===== config.mk =====
export PLATFORM = sky130hd
export DESIGN_NAME = select_n_pipe_wn
export DESIGN_NICKNAME = d
export VERILOG_FILES = /design/src/rtl/select_n_pipe_wn.sv
export SDC_FILE = /design/constraint.sdc
export NUM_CORES = 1
export LEC_CHECK = 0
export ABC_AREA = 1
export CORE_ASPECT_RATIO = 0.6
export CORE_UTILIZATION = 32
export CTS_BUF_LIST = sky130_fd_sc_hd__clkbuf_16
export DETAILED_ROUTE_END_ITERATION = 10
export PLACE_DENSITY = 0.69
export SETUP_SLACK_MARGIN = 0.05
export SYNTH_ARGS = -nofsm -noshare
export SYNTH_HDL_FRONTEND = slang
export SYNTH_SLANG_ARGS = --single-unit

===== constraint.sdc =====
create_clock -name clk -period 3.1 [get_ports clk]
set_input_delay 0.465 -clock clk [delete_from_list [all_inputs] [get_ports clk]]
set_output_delay 0.465 -clock clk [all_outputs]
set_load 0.01 [all_outputs]

===== src/rtl/select_n_pipe_wn.sv =====
// Registered N-way select with a 2-entry (output + skid) valid/ready buffer.
// Optional one-hot checking is enabled by defining SELECT_N_PIPE_ONEHOT_CHECK_EN.
module select_n_pipe_wn #(
    parameter int DWIDTH       = 32,
    parameter int NUM_IN       = 4,
    parameter int ZERO_ON_NONE = 1
) (
    input  logic                       clk,
    input  logic                       reset,
    input  logic [NUM_IN*DWIDTH-1:0]   i_data,
    input  logic [NUM_IN-1:0]          i_enable,
    input  logic                       i_valid,
    output logic                       i_ready,
    output logic [DWIDTH-1:0]          o_data,
    output logic [$clog2(NUM_IN)-1:0]  o_idx,
    output logic                       o_none,
    output logic                       o_valid,
    input  logic                       o_ready,
    output logic                       err_multi,
    output logic [7:0]                 err_count
);

    localparam int   IW     = $clog2(NUM_IN);
    localparam logic ZON_EN = (ZERO_ON_NONE != 0);

    localparam logic [1:0] ST_EMPTY = 2'd0;
    localparam logic [1:0] ST_FULL1 = 2'd1;
    localparam logic [1:0] ST_FULL2 = 2'd2;

    // Scans from the top so the lowest set bit is the last one written.
    function automatic logic [IW-1:0] lowest_set(input logic [NUM_IN-1:0] vec);
        logic [IW-1:0] idx;
        idx = '0;
        for (int k = NUM_IN - 1; k >= 0; k--) begin
            idx = vec[k] ? IW'(k) : idx;
        end
        return idx;
    endfunction

    function automatic logic is_multi_hot(input logic [NUM_IN-1:0] vec);
        return (vec & (vec - NUM_IN'(1))) != '0;
    endfunction

    logic [1:0]        state_r, state_s;
    logic              ready_r, valid_r;
    logic [DWIDTH-1:0] out_data_r, skid_data_r, sel_data_s;
    logic [IW-1:0]     out_idx_r, skid_idx_r, sel_idx_s;
    logic              out_none_r, skid_none_r;
    logic              sel_any_s, store_s, accept_s;
    logic              ld_new_s, ld_skid_s, ld_skid_out_s;

    // Lowest-index select; no enable gives zero data and index 0.
    always_comb begin
        sel_any_s  = |i_enable;
        sel_idx_s  = lowest_set(i_enable);
        sel_data_s = sel_any_s ? i_data[sel_idx_s*DWIDTH +: DWIDTH] : {DWIDTH{1'b0}};
        accept_s   = i_valid && ready_r;
        store_s    = accept_s && (sel_any_s || ZON_EN);
    end

    // Buffer occupancy next-state and register load controls.
    always_comb begin
        state_s       = state_r;
        ld_new_s      = 1'b0;
        ld_skid_s     = 1'b0;
        ld_skid_out_s = 1'b0;
        case (state_r)
            ST_EMPTY: begin
                if (store_s) begin
                    state_s  = ST_FULL1;
                    ld_new_s = 1'b1;
                end else begin
                    state_s = ST_EMPTY;
                end
            end
            ST_FULL1: begin
                if (o_ready && store_s) begin
                    state_s  = ST_FULL1;
                    ld_new_s = 1'b1;
                end else if (o_ready) begin
                    state_s = ST_EMPTY;
                end else if (store_s) begin
                    state_s   = ST_FULL2;
                    ld_skid_s = 1'b1;
                end else begin
                    state_s = ST_FULL1;
                end
            end
            ST_FULL2: begin
                if (o_ready) begin
                    state_s       = ST_FULL1;
                    ld_skid_out_s = 1'b1;
                end else begin
                    state_s = ST_FULL2;
                end
            end
            default: begin
                state_s = ST_EMPTY;
            end
        endcase
    end

    // State plus handshake flags, all taken from the next state so they stay registered.
    always_ff @(posedge clk or posedge reset) begin
        if (reset) begin
            state_r <= ST_EMPTY;
            ready_r <= 1'b1;
            valid_r <= 1'b0;
        end else begin
            state_r <= state_s;
            ready_r <= (state_s != ST_FULL2);
            valid_r <= (state_s != ST_EMPTY);
        end
    end

    // Output register: new beat, or the skid entry when draining.
    always_ff @(posedge clk or posedge reset) begin
        if (reset) begin
            out_data_r <= {DWIDTH{1'b0}};
            out_idx_r  <= {IW{1'b0}};
            out_none_r <= 1'b0;
        end else if (ld_new_s) begin
            out_data_r <= sel_data_s;
            out_idx_r  <= sel_idx_s;
            out_none_r <= !sel_any_s;
        end else if (ld_skid_out_s) begin
            out_data_r <= skid_data_r;
            out_idx_r  <= skid_idx_r;
            out_none_r <= skid_none_r;
        end else begin
            out_data_r <= out_data_r;
            out_idx_r  <= out_idx_r;
            out_none_r <= out_none_r;
        end
    end

    // Skid entry captures a beat accepted while the output is stalled.
    always_ff @(posedge clk or posedge reset) begin
        if (reset) begin
            skid_data_r <= {DWIDTH{1'b0}};
            skid_idx_r  <= {IW{1'b0}};
            skid_none_r <= 1'b0;
        end else if (ld_skid_s) begin
            skid_data_r <= sel_data_s;
            skid_idx_r  <= sel_idx_s;
            skid_none_r <= !sel_any_s;
        end else begin
            skid_data_r <= skid_data_r;
            skid_idx_r  <= skid_idx_r;
            skid_none_r <= skid_none_r;
        end
    end

    assign i_ready = ready_r;
    assign o_valid = valid_r;
    assign o_data  = out_data_r;
    assign o_idx   = out_idx_r;
    assign o_none  = out_none_r;

`ifdef SELECT_N_PIPE_ONEHOT_CHECK_EN
    logic       err_multi_r;
    logic [7:0] err_count_r;

    // Sticky flag and saturating count of accepted multi-hot beats.
    always_ff @(posedge clk or posedge reset) begin
        if (reset) begin
            err_multi_r <= 1'b0;
            err_count_r <= 8'd0;
        end else if (accept_s && is_multi_hot(i_enable)) begin
            err_multi_r <= 1'b1;
            err_count_r <= (err_count_r == 8'd255) ? 8'd255 : err_count_r + 8'd1;
        end else begin
            err_multi_r <= err_multi_r;
            err_count_r <= err_count_r;
        end
    end

    assign err_multi = err_multi_r;
    assign err_count = err_count_r;
`else
    assign err_multi = 1'b0;
    assign err_count = 8'd0;
`endif

endmodule


Yosys cells after proc, flatten, opt, wreduce, memory -nomap -nowiden
Cells that the tools add are included.
{"block": "op_classes", "eq_ne": 3, "shifts": 1, "n_mux": 25, "n_reduce_logical": 7}
{"operator": "variable part select 128 x 8 -> 32 bit", "n": 1}
{"operator": "two-way mux 32 bit", "n": 3}
{"operator": "two-way mux 2 bit", "n": 10}
{"operator": "two-way mux 1 bit", "n": 10}
{"operator": "one-hot mux 2 bit (3 select lines)", "n": 1}
{"operator": "nonzero test 2 bit", "n": 2}
{"operator": "OR reduction 4 bit", "n": 1}
{"operator": "equality test 2 x 1 -> 1 bit (second input constant)", "n": 1}
{"operator": "equality test 2 bit (second input constant)", "n": 1}
{"operator": "logical AND 1 bit", "n": 2}
{"operator": "zero test 2 bit", "n": 1}
{"operator": "!= test 2 bit (second input constant)", "n": 1}
{"operator": "one-hot mux 1 bit (2 select lines)", "n": 1}
{"operator": "zero test 1 bit", "n": 1}
{"block": "word_totals", "regBits": 74, "input_bits": 136, "out_inout_bits": 46, "wordCells": 45}

Depth between registers and ports, before layout
{"block": "depth", "word_depth": 7, "depth_mapped": 10, "depth_no_buf": 8}

Worst setup path after synthesis
OpenSTA, ideal clock, no wires.
{"block": "synth_path", "kind": "reg2reg", "from": "register ready_r (netlist: i_ready)", "to": "register out_data_r[10] (netlist: o_data[10])", "setup_ps": 117, "arrival_time_ps": 1399, "required_time_ps": 2983, "slack_ps": 1583, "path_stages_with_launch": 10, "n_path_buf": 1, "period_less_slack_ps": 1517, "cell_sequence": "dfstp_2 > nand2_1 > clkinv_1 > ha_1 > nand3_1 > nand2_2 > inv_2 > buf_2 > nand2_1 > nand2_1"}
{"block": "synth_via", "elab_chain_len": 5, "elab_cells_between_ends": 7, "cone_classes": "mux: 4; reduce/logical: 3"}
{"item": "from (decl)", "line_no": "45", "text": "logic ready_r, valid_r;"}
{"item": "from (signal assigned)", "line_no": "111", "text": "ready_r <= (state_s != ST_FULL2);"}
{"item": "logical AND 1 bit (*)", "line_no": "57", "text": "accept_s = i_valid && ready_r;"}
{"item": "logical AND 1 bit", "line_no": "77", "text": "if (o_ready && store_s) begin"}
{"item": "two-way mux 1 bit", "line_no": "77"}
{"item": "one-hot mux 1 bit (2 select lines) (*)", "line_no": "67", "text": "case (state_r)"}
{"item": "two-way mux 32 bit or nonzero test 2 bit (tied branches)"}
{"item": "to (signal assigned)", "line_no": "119", "text": "out_data_r <= {DWIDTH{1'b0}};"}
{"item": "to (signal assigned)", "line_no": "123", "text": "out_data_r <= sel_data_s;"}
{"item": "to (signal assigned)", "line_no": "127", "text": "out_data_r <= skid_data_r;"}
{"item": "to (decl)", "line_no": "46", "text": "logic [DWIDTH-1:0] out_data_r, skid_data_r, sel_data_s;"}
Every way passes the cells marked *; elsewhere a longest branch is shown, timed or not.
A chain may end at the register's enable or synchronous reset.

Final worst setup path
{"block": "layout_path", "from": "input i_valid", "to": "register skid_data_r[4]"}
{"block": "layout_via", "elab_chain_len": 5, "elab_cells_between_ends": 6, "cone_classes": "mux: 4; reduce/logical: 2"}
{"item": "from (decl)", "line_no": "12", "text": "input logic i_valid,"}
{"item": "logical AND 1 bit (*)", "line_no": "57"}
{"item": "two-way mux 1 bit", "line_no": "82", "text": "end else if (store_s) begin"}
{"item": "two-way mux 1 bit", "line_no": "80", "text": "end else if (o_ready) begin"}
{"item": "two-way mux 1 bit (*)", "line_no": "77"}
{"item": "two-way mux 1 bit (*)", "line_no": "67"}
{"item": "to (signal assigned)", "line_no": "140", "text": "skid_data_r <= {DWIDTH{1'b0}};"}
{"item": "to (signal assigned)", "line_no": "144", "text": "skid_data_r <= sel_data_s;"}
{"item": "to (signal assigned)", "line_no": "148", "text": "skid_data_r <= skid_data_r;"}
{"item": "to (decl)", "line_no": "46"}
Marked as above.

==> flow_metrics.tcl <==
set metrics [dict create \
    insertion_delay_ns 0.34 \
    dr.pass1.iters 5 \
    post-route-period-util_pct 68.7 \
    wl_mm 14.3 \
    required_ns 3.37 \
    clk_pin_slew_ns 0.06 \
    ir_drop_uv 274 \
    drive_above_1_share_pct 5.51 \
    power_density_nw_per_um2 702 \
    grt_antenna_before_repair 0 \
    tightest_slew_ns 0.919 \
    setup_violations 0 \
    cts_max_level 3 \
    grt_pass1_vias 4400 \
    min_path_type "reg -> reg" \
    final_cell_mix "nand2_1, nand3_1, clkdlybuf4s50_1" \
    wl_per_cell_um 14.2 \
    syn_area_sq_um 4530 \
    critPathMaxFanout 33 \
    area_growth_pct 45.0 \
    final_area_sq_um 6570 \
    min_to "skid_data_r[9]$_DFFE_PP0P_" \
    num_io_pins 182 \
    cts_tree "built" \
    timing_hold_violations_final 0 \
    finalNonFillerCells 1008 \
    synth_seq_area_share_pct 40.9 \
    grt_setup_unrepaired "false" \
    power_leakage_nw 3.16 \
    critical_path_class "in -> reg" \
    cts_made_buffers 9 \
    gp_congestion 0.771 \
    yosysTopAreaCell "dfrtp_1" \
    synthArstFlopShare_pct 100 \
    fin_crit_ns 2.13 \
    clk_path_buf_depth 2 \
    grt_pass1_wl_mm 23.1 \
    fmax_mhz 469 \
    r2r-end "skid_data_r[4]$_DFFE_PP0P_" \
    vias_per_cell 4.70 \
    holdBufCountCts 0 \
    synthTopCellsByArea "dfrtp_1, nand2_1, nand3_1, buf_2, buf_4" \
    final_antenna_net_count 0 \
    syn_inst 664 \
    synth_seq_cells 74 \
    dieHeight_um 94.2 \
    synth_edf_count 0 \
    hold_start "skid_data_r[9]$_DFFE_PP0P_" \
    hpwlAfterDp_mm 9.81 \
    crit_chain "clkdlybuf4s50_1, nand2_1, clkinv_1, ha_1, nand3_2, nor2_4, nand3_1, nand2_1" \
    post-route-util_pct 47.8 \
    cp_slowest_cell "nor2_4" \
    grt_max_degree 65 \
    final_nets 949 \
    ys_warn_count 0 \
    tns_ns 0 \
    cp_top_family "simple AND/OR/NAND/NOR gates" \
    ctsResizeCount 0 \
    synth_area_per_cell_sq_um 6.83 \
    outcome "finished, final reports clean" \
    cts_setup_buffers 0 \
    dieArea_sq_um 14700 \
    fin_skew_ns 0.00734 \
    synth_ff_type "dfrtp_1" \
    placed_area_sq_um 6300 \
    path_buf_inv 2 \
    rr_worst_depth 7 \
    r2r_setup_slack_ns 1.04 \
    layout_commonest_cell "nand2_1" \
    synth_cell_types 23 \
    drv_cap 0 \
    synthDominantCellAreaShare_pct 40.3 \
    end_kind "register" \
    drc_errors 0 \
    core-area_sq_um 13700 \
    die_w_um 156 \
    dp.cells 992 \
    arrival_ns 2.40 \
    grtUsageTotal_pct 20.7 \
    antenna_cells 0 \
    timing.rr.start "i_ready$_DFF_PP1_" \
    worstHoldPathCells 2 \
    num_rows 33 \
    critical-path-max-stage-delay_ns 0.72 \
    maxSlewViolCount 0 \
    initial_utilization_pct 33.0 \
    clock-sinks 74 \
    slew_headroom_pct 38.6 \
    vias 4737 \
    path_common_cell "nand2_1" \
    gr-total-overflow 0 \
    initialDrtViolationCount 298 \
    startpoint_type "input pin" \
    port_buffers 172 \
    cts-root-buf "clkbuf_16" \
]
==> synth_stat cells (all sizes together), types with 2 or more instances <==
cell / number
a21oi: 6
buf: 54
dfrtp: 73
ha: 2
inv: 14
nand2: 303
nand3: 196
nor2: 6
o21ai: 4
==> report_power, final <==
part / leakage [nW] / internal [W] / switching, W / total, W
sequential: 0.922 / 0.00144 / 0.000247 / 0.00169
clock: 0.125 / 0.000538 / 0.000406 / 0.000944
combinational: 2.12 / 0.000936 / 0.00105 / 0.00198
total: 3.16 / 0.00291 / 0.00170 / 0.00461
==> flip-flops by register name, indices dropped and copies added (netlist names), 2 cells and up <==
name,flops
o_data,32
o_idx,2
skid_data_r,32
skid_idx_r,2
state_r,2
==> layer usage <==
layer	wire length, um	vias to the layer above	global-route usage [%]
met1	7240	2128	29.4
met3	1220	8	6.64
li1	-	2433	-
met2	5780	168	30.5
met5	0	-	0
met4	88	0	3.92
==> cell type report <==
cell class	instances	area [sq um]
multi-input cells	528	2320
well taps	192	240
clock inverters	7	47.5
inverters	15	57.6
flip-flops and latches	74	1850
clock buffers	9	225
fillers	1397	7180
repair buffers	183	1830
==> cell families after synthesis <==
kind of cell	count (synthesis)	share of synthesized area (%)
adder cells (fa/ha/maj)	2	0.552
buffers and inverters	70	8.94
AND/OR/NAND/NOR	505	47.9
AO/OA/AOI/OAI	12	1.66
other	1	0.0827
flip-flops	74	40.9
==> how the worst max path moves through the flow <==
stage / start / end / slack (ns) / cells after the start
finish: i_valid / skid_data_r[4]$_DFFE_PP0P_ / 0.97 / 8
global route: i_valid / skid_data_r[22]$_DFFE_PP0P_ / 0.84 / 8
CTS: o_ready / skid_data_r[18]$_DFFE_PP0P_ / 1.01 / 7
detailed placement: o_ready / skid_data_r[18]$_DFFE_PP0P_ / 0.66 / 7
global placement: i_enable[0] / skid_data_r[16]$_DFFE_PP0P_ / 0.68 / 8
floorplan: reset / o_data[0]$_DFFE_PP0P_ / 0.76 / 1
==> per-stage QoR <==
stage | setup WS [ns] | hold slack, ns | total power [W]
finish | 0.970 | 0.478 | 0.00461
floorplan | 0.755 | 0.449 | 0.00281
CTS | 1.01 | 0.481 | 0.00465
detailed placement | 0.657 | 0.465 | 0.00368
global placement | 0.685 | 0.463 | 0.00366
global route | 0.839 | 0.493 | 0.00499
==> worst reg2reg max path, cell delays in order (launching register included) <==
cell and delay [ns]:
dfstp_2 0.52, nand2_1 0.05, clkinv_1 0.10, ha_1 0.17, nand3_2 0.12, nor2_4 0.72, nand3_1 0.22, nand2_1 0.10
No activity file was read; power rests on OpenSTA's default activity.
